==> config.mk <==
export PLATFORM = sky130hd
export DESIGN_NAME = reg_func_sequencer
export DESIGN_NICKNAME = d
export VERILOG_FILES = /design/src/rtl/reg_seq_pkg.sv /design/src/rtl/reg_seq_shadow.sv /design/src/rtl/reg_func_sequencer.sv
export SDC_FILE = /design/constraint.sdc
export NUM_CORES = 1
export LEC_CHECK = 0
export BUFFER_PORTS_ARGS = -buffer_cell sky130_fd_sc_hd__clkbuf_2
export CAP_MARGIN = 10
export CORE_MARGIN = 2
export CORE_UTILIZATION = 25
export CTS_CLUSTER_DIAMETER = 60
export DETAILED_ROUTE_END_ITERATION = 16
export PLACE_DENSITY = 0.49
export SYNTH_ARGS = -nofsm -noshare
export SYNTH_HDL_FRONTEND = slang
export SYNTH_SLANG_ARGS = --single-unit
==> constraint.sdc <==
create_clock -name clock -period 2.2 [get_ports clock]
set_clock_uncertainty 0.1 [all_clocks]
set_input_delay 0.11 -clock clock [delete_from_list [all_inputs] [get_ports clock]]
set_output_delay 0.11 -clock clock [all_outputs]
set_load 0.02 [all_outputs]
==> src/rtl/reg_seq_pkg.sv <==
// Shared encodings for the 4-bit function register, its command sequencer and
// the CPU control unit. Optional shadow feature macro: REG_SEQ_SHADOW_EN.
package reg_seq_pkg;

  // Register func-pin encodings
  localparam logic [3:0] FUNC_HOLD  = 4'b0000;
  localparam logic [3:0] FUNC_LOAD  = 4'b0001;
  localparam logic [3:0] FUNC_CLEAR = 4'b0010;
  localparam logic [3:0] FUNC_SHR   = 4'b0011;
  localparam logic [3:0] FUNC_SHL   = 4'b0100;

  // Command opcodes on cmd_op (5..7 are illegal)
  localparam logic [2:0] OP_NOP   = 3'd0;
  localparam logic [2:0] OP_LOAD  = 3'd1;
  localparam logic [2:0] OP_CLEAR = 3'd2;
  localparam logic [2:0] OP_SHR   = 3'd3;
  localparam logic [2:0] OP_SHL   = 3'd4;

  // Sequencer FSM states
  typedef enum logic [0:0] {
    IDLE = 1'b0,
    EXEC = 1'b1
  } state_t;

  // True for every opcode the sequencer knows how to execute
  function automatic logic op_is_legal(input logic [2:0] op);
    return (op <= OP_SHL);
  endfunction

  // True for the two shift opcodes
  function automatic logic op_is_shift(input logic [2:0] op);
    return (op == OP_SHR) || (op == OP_SHL);
  endfunction

  // Map a command opcode to the register func encoding (Hold for NOP/illegal)
  function automatic logic [3:0] op_to_func(input logic [2:0] op);
    logic [3:0] f;
    case (op)
      OP_LOAD:  f = FUNC_LOAD;
      OP_CLEAR: f = FUNC_CLEAR;
      OP_SHR:   f = FUNC_SHR;
      OP_SHL:   f = FUNC_SHL;
      default:  f = FUNC_HOLD;
    endcase
    return f;
  endfunction

endpackage

==> src/rtl/reg_seq_shadow.sv <==
// Shadow copy of the 4-bit function register: follows the same func/in pins
// the real register sees, edge for edge. Built only with REG_SEQ_SHADOW_EN.
`ifdef REG_SEQ_SHADOW_EN
module reg_seq_shadow
  import reg_seq_pkg::*;
#(
  parameter int unsigned DATA_W = 4,
  parameter int unsigned FUNC_W = 4
) (
  input  logic              clock,
  input  logic              reset,
  input  logic [FUNC_W-1:0] i_func,
  input  logic [DATA_W-1:0] i_in,
  output logic [DATA_W-1:0] o_q,
  output logic [DATA_W-1:0] o_next
);

  logic [DATA_W-1:0] r_q;

  // Value the register will take at the next edge given the current func/in
  always_comb begin
    o_next = r_q;
    case (i_func)
      FUNC_W'(FUNC_LOAD):  o_next = i_in;
      FUNC_W'(FUNC_CLEAR): o_next = '0;
      FUNC_W'(FUNC_SHR):   o_next = r_q >> 1;
      FUNC_W'(FUNC_SHL):   o_next = r_q << 1;
      default:             o_next = r_q;
    endcase
  end

  // Shadow register state
  always_ff @(posedge clock) begin
    if (reset) begin
      r_q <= '0;
    end else begin
      r_q <= o_next;
    end
  end

  assign o_q = r_q;

endmodule
`endif

==> src/rtl/reg_func_sequencer.sv <==
// Command-driven controller for the 4-bit function register. Accepts one op
// per valid/ready handshake, expands shifts into N single-bit shift cycles on
// reg_func, and pulses done (qualified by err) at completion.
// Optional feature macro: REG_SEQ_SHADOW_EN adds shadow_q and shift early exit.
module reg_func_sequencer
  import reg_seq_pkg::*;
#(
  parameter int unsigned DATA_W = 4,
  parameter int unsigned FUNC_W = 4,
  parameter int unsigned AMT_W  = 3
) (
  input  logic              clock,
  input  logic              reset,
  input  logic              cmd_valid,
  output logic              cmd_ready,
  input  logic [2:0]        cmd_op,
  input  logic [AMT_W-1:0]  cmd_amt,
  input  logic [DATA_W-1:0] cmd_data,
  output logic [FUNC_W-1:0] reg_func,
  output logic [DATA_W-1:0] reg_in,
  output logic              busy,
  output logic              done,
  output logic              err
`ifdef REG_SEQ_SHADOW_EN
  ,
  output logic [DATA_W-1:0] shadow_q
`endif
);

  // Largest shift count: DATA_W, unless cmd_amt cannot even express it
  localparam int unsigned     AMT_MAX   = (1 << AMT_W) - 1;
  localparam logic [AMT_W-1:0] AMT_CLAMP = (DATA_W > AMT_MAX) ? AMT_W'(AMT_MAX)
                                                              : AMT_W'(DATA_W);
  localparam logic [AMT_W-1:0] AMT_ONE   = AMT_W'(1);

  state_t            r_state;
  logic [AMT_W-1:0]  r_cnt;
  logic [FUNC_W-1:0] r_func;
  logic [DATA_W-1:0] r_in;
  logic              r_done;
  logic              r_err;

  logic              w_hs;
  logic [AMT_W-1:0]  w_n;
  logic              w_illegal;
  logic [FUNC_W-1:0] w_func;
  logic              w_last;

  assign cmd_ready = (r_state == IDLE) & ~reset;
  assign busy      = (r_state == EXEC);
  assign w_hs      = cmd_valid & cmd_ready;

  // Decode the offered command into its effective cycle count and func code
  always_comb begin
    w_n       = '0;
    w_illegal = ~op_is_legal(cmd_op);
    w_func    = FUNC_W'(op_to_func(cmd_op));
    case (cmd_op)
      OP_LOAD, OP_CLEAR: w_n = AMT_ONE;
      OP_SHR, OP_SHL:    w_n = (cmd_amt > AMT_CLAMP) ? AMT_CLAMP : cmd_amt;
      default:           w_n = '0;
    endcase
  end

`ifdef REG_SEQ_SHADOW_EN
  logic [DATA_W-1:0] w_shadow_next;

  reg_seq_shadow #(
    .DATA_W (DATA_W),
    .FUNC_W (FUNC_W)
  ) u_shadow (
    .clock  (clock),
    .reset  (reset),
    .i_func (r_func),
    .i_in   (r_in),
    .o_q    (shadow_q),
    .o_next (w_shadow_next)
  );

  // A shift also ends on the edge that empties the register; further shifts
  // of zero would be no-ops anyway.
  assign w_last = (r_cnt == AMT_ONE)
                | (((r_func == FUNC_W'(FUNC_SHR)) | (r_func == FUNC_W'(FUNC_SHL)))
                   & (w_shadow_next == '0));
`else
  assign w_last = (r_cnt == AMT_ONE);
`endif

  // FSM, down-counter and registered outputs
  always_ff @(posedge clock) begin
    if (reset) begin
      r_state <= IDLE;
      r_cnt   <= '0;
      r_func  <= FUNC_W'(FUNC_HOLD);
      r_in    <= '0;
      r_done  <= 1'b0;
      r_err   <= 1'b0;
    end else begin
      r_done <= 1'b0;
      r_err  <= 1'b0;
      if (r_state == IDLE) begin
        if (w_hs) begin
          if (w_n != '0) begin
            r_state <= EXEC;
            r_cnt   <= w_n;
            r_func  <= w_func;
            r_in    <= cmd_data;
          end else begin
            r_done <= 1'b1;
            r_err  <= w_illegal;
          end
        end
      end else begin
        if (w_last) begin
          r_state <= IDLE;
          r_cnt   <= '0;
          r_func  <= FUNC_W'(FUNC_HOLD);
          r_done  <= 1'b1;
        end else begin
          r_cnt <= r_cnt - AMT_ONE;
        end
      end
    end
  end

  assign reg_func = r_func;
  assign reg_in   = r_in;
  assign done     = r_done;
  assign err      = r_err;

endmodule

# After elaboration in Yosys (flattened, before gate mapping)
# Index checks and enable logic that the tools add are counted.
# word_totals
ff_bits,14
input_bits,13
output_inout_bits,12
elab_cells,49
# classes
addsub,1
n_lt_le_gt_ge,2
n_eq_ne,6
n_mux,19
bitwise_logic,6
n_reduce_logical,9
# op_table
op,n
4-bit two-way mux,4
3-bit two-way mux,5
3-bit case mux with 4 select lines,1
1-bit two-way mux,8
"3-bit by 1-bit equality test with 1-bit output, second input constant",2
"3-bit by 2-bit equality test with 1-bit output, second input constant",2
3-bit case mux with 2 select lines,1
3-bit AND reduction,2
1-bit NOT,4
2-bit nonzero test,2
2-bit OR reduction,2
4-bit OR reduction,1
"3-bit equality test, second input constant",1
"3-bit greater-than comparator, second input constant",1
"3-bit less-or-equal comparator, second input constant",1
3-bit nonzero test,1
"3-bit by 1-bit subtractor with 3-bit output, second input constant",1
1-bit AND,2
"2-bit by 1-bit != test with 1-bit output, second input constant",1
2-bit AND reduction,1

# Logic depth before layout (Yosys ltp)
# depth
word_depth,7
ltp_mapped,6
mapped_depth_nobuf,6

# Least setup slack after synthesis
# Ideal clock, no wire load.
# synth_timing
path_kind,reg-to-reg
startpoint,"register r_state, in the netlist busy"
endpoint,register r_cnt[1]
setup_time_ns,0.124
arrival_time_ns,1.602
t_required_ns,1.976
setup_slack_ns,0.374
path_stages_with_launch,7
path_buffers,2
synth_period_minus_slack_ns,1.826
path_cell_list,dfxtp_1 -> or3b_1 -> buf_2 -> or3b_1 -> clkbuf_1 -> a21oi_1 -> nor4b_2
# synth_via
elab_chain_len,5
elab_cells_between_ends,7
classes_between,mux: 1; bitwise: 3; reduce/logical: 3
# synth_rtl
item,line,rtl
"start, declared",reg_func_sequencer.sv:36,state_t r_state;
"start signal, assigned",reg_func_sequencer.sv:92,r_state <= IDLE;
"start signal, assigned",reg_func_sequencer.sv:104,r_state <= EXEC;
"start signal, assigned",reg_func_sequencer.sv:115,r_state <= IDLE;
1-bit NOT (no source line),n/a,
1-bit AND,reg_func_sequencer.sv:49,assign cmd_ready = (r_state == IDLE) & ~reset;
1-bit AND,reg_func_sequencer.sv:51,assign w_hs = cmd_valid & cmd_ready;
2-bit nonzero test (no source line),n/a,
2-bit AND reduction (no source line),n/a,
"end signal, assigned",reg_func_sequencer.sv:105,r_cnt <= w_n;
"end signal, assigned",reg_func_sequencer.sv:120,r_cnt <= r_cnt - AMT_ONE;
"end, declared",reg_func_sequencer.sv:37,logic [AMT_W-1:0] r_cnt;
# Several ways; a longest one is shown, not always the timed one.
# A chain may end at the register's enable or synchronous reset.

# Final worst setup path
# Ends and elaborated chain as after synthesis.

==> out/qor.yml <==
outcome: "completed"
hold_violations: 0
ys_warn_count: 0
die_area_um2: 3400
wl_per_cell_um: 12.8
clock_latency_ns: 0.28
first_global_vias: 753
power.switching_mw: 0.163
syn-cell-area_um2: 737
grt.busiest_layer: "met2"
drtPass1Iterations: 4
grtUsageTotal_pct: 12.5
place_area_um2: 885
final_antenna_net_count: 0
swShare_pct: 30.2
antenna_found_initial: 0
yosys-top-cells-area: "dfxtp_1 (35%), a21oi_1 (6.8%), o21ai_0 (6.1%), or3b_1 (3.6%), ha_1 (3.4%)"
leakage_nw: 0.391
setup_viol: 0
grt.met2_usage_pct: 21.7
finalCritPeriodShare_pct: 82.4
syn_nets: 101
numCtsBuffers: 3
viasPerCell: 5.01
crit_path_frequent_cell: "or3b_1"
netlist_instances: 86
pwr-share-clk_pct: 27.5
path_cells: "or3b_1, or3b_1, a21oi_1, nor4b_2"
routed_wl_um: 1860
drive_gt1_share_pct: 30.7
initial_utilization_pct: 26.5
final_area_um2: 952
dpl.hpwl_um: 1410
cts.clk_slew.worst_paths_ns: 0.09
final_cell_mix: "clkbuf_2 (23), dfxtp_1 (13), a21oi_1 (10)"
drc: 0
p_int_mw: 0.376
post-cts-setup-buffers: 0
fmax_ghz: 0.552
grt.overflow.total: 0
worstSetupPathType: "reg -> reg"
vias: 727
fp-row-count: 19
ys_ff_latch: 13
fin_nets: 130
drt_iter0_drc: 8
fillCellCount: 281
peakVddDrop_uv: 362
port_buffers: 23
critPathSlowestCell: "or3b_1"
crit_buf_inv: 0
layout_min_cycle_time_ns: 1.81
use_met3_pct: 4.18
finalWeightedCongestion: 0.743
die_height_um: 58.3
crit_fanout: 7
critPathMaxStageDelay_ns: 0.52
grt_first_pass_wirelength_um: 3270
boundaryPins: 25
startpoint_type: "register"
core_area_um2: 2780
met1_usage_pct: 15.0
cts_tree: "yes"
synth.avg_cell_area_um2: 8.57
syn2layout_area_growth_pct: 29.2
synthDistinctLibCells: 34
cap_violations: 0
crit_family: "simple AND/OR/NAND/NOR gates"
end_kind: "register"
yosysTopAreaCell: "dfxtp_1"
hp-class: "in -> reg"
slew_violations: 0
power_per_cell_area_nw_per_um2: 566
setup_tns_ns: 0
p_comb_share_pct: 24.5
clock-sinks: 13
rsz0062_at_grt: "no"
diodes: 0
die_w_um: 58.3
cts-root-buf: "clkbuf_4"
clockBufferDepth: 2
p_seq_share_pct: 48.0
yosysSeqAreaShare_pct: 35.3
grt_max_degree: 14
arrival_ns: 1.87
critical_path_required_ns: 2.26
mostFrequentLayoutCell: "clkbuf_2"
htree_levels: 1
yosysTopAreaCellShare_pct: 35.3
[registers in the layout, summed over array words and instances, names as in the netlist]
register,count
busy,1
reg_in,4
reg_func,3
done,1
err,1
r_cnt,3
[cells by family (layout without fill, tap and decap cells)]
kind of cell,Yosys count,in the layout,share of synthesized area [%]
AO/OA/AOI/OAI,28,28,23.6
buffers and inverters,12,40,7.47
flip-flops,13,13,35.3
adder cells (fa/ha/maj),2,2,3.40
XOR/XNOR,1,1,1.19
other,1,1,0.509
AND/OR/NAND/NOR,29,29,28.5
[stage by stage]
stage	setup slack (ns)	instances	util, %	power (mW)	hold slack (ns)
5_1_grt	0.308	145	34.2	0.579	0.0398
6_report	0.388	145	34.2	0.539	0.0347
3_5_place_dp	0.418	137	31.8	0.391	0.263
3_3_place_gp	0.444	137	31.8	0.389	0.259
4_1_cts	0.388	145	34.2	0.550	0.0281
2_1_floorplan	0.374	86	-	0.348	0.0814
[final cells by class]
class	count	area (um2)	share of cell area, %
timing repair buffer	31	185	19.4
clock inverter	1	5.00	0.526
clock buffer	3	22.5	2.37
sequential	13	260	27.3
multi-input combinational	61	422	44.3
tap	31	38.8	4.07
inverter	5	18.8	1.97
[worst min-delay path: stages]
cell	delay [ns]
clkbuf_2	0.09
nand4bb_1	0.10
a21oi_1	0.07
[what timing repair did]
action | CTS | global route
resized for setup | 0 | 0
endpoints found under the hold margin | 4 | 0
hold buffers | 4 | 0
[power groups by stage]
| stage | Clock [mW] | Sequential, mW | Combinational [mW] |
|---|---|---|---|
| after floorplan | 0 | 0.273 | 0.0743 |
| after global placement | 0 | 0.264 | 0.125 |
| after detailed placement | 0 | 0.264 | 0.127 |
| after CTS | 0.157 | 0.259 | 0.134 |
| after global routing | 0.171 | 0.261 | 0.147 |
| final | 0.148 | 0.259 | 0.132 |
[path summary, 6_finish.rpt]
check	slack (ns)	start	to	cells after the start
setup / recovery	0.39	busy	r_cnt[1]	4
setup reg to reg	0.39	busy	r_cnt[1]	4
hold / removal	0.03	cmd_valid	done	3
hold reg to reg	0.37	reg_in[2]	reg_in[2]	2
[Yosys cell counts]
library cell,n
or3b_1,3
nand3_1,4
buf_2,2
o32ai_1,2
and4b_1,1
dfxtp_1,13
ha_1,2
inv_1,5
a21oi_1,10
o21ai_0,9
nand2_1,2
nand2b_1,4
nand4_1,2
or3_1,1
clkbuf_1,3
o31a_1,1
nand3b_1,1
conb_1,1
nor3_1,1
nor2_1,3
nor4_2,1
a21boi_0,1
xor2_1,1
nor4b_2,1
a31oi_1,1
and2b_1,1
nor3b_4,1
a211o_1,2
buf_4,2
nor2b_1,1
nand4bb_1,1
or4_1,1
o2111ai_1,1
a211oi_2,1
[layer usage]
| metal | wire length [um] | part of all wire, % |
|---|---|---|
| met1 | 842 | 45 |
| met2 | 936 | 50 |
| met3 | 66 | 3.6 |
| met4 | 12 | 0.65 |
| met5 | 0 | 0 |
Power figures use the tool's default switching activity.
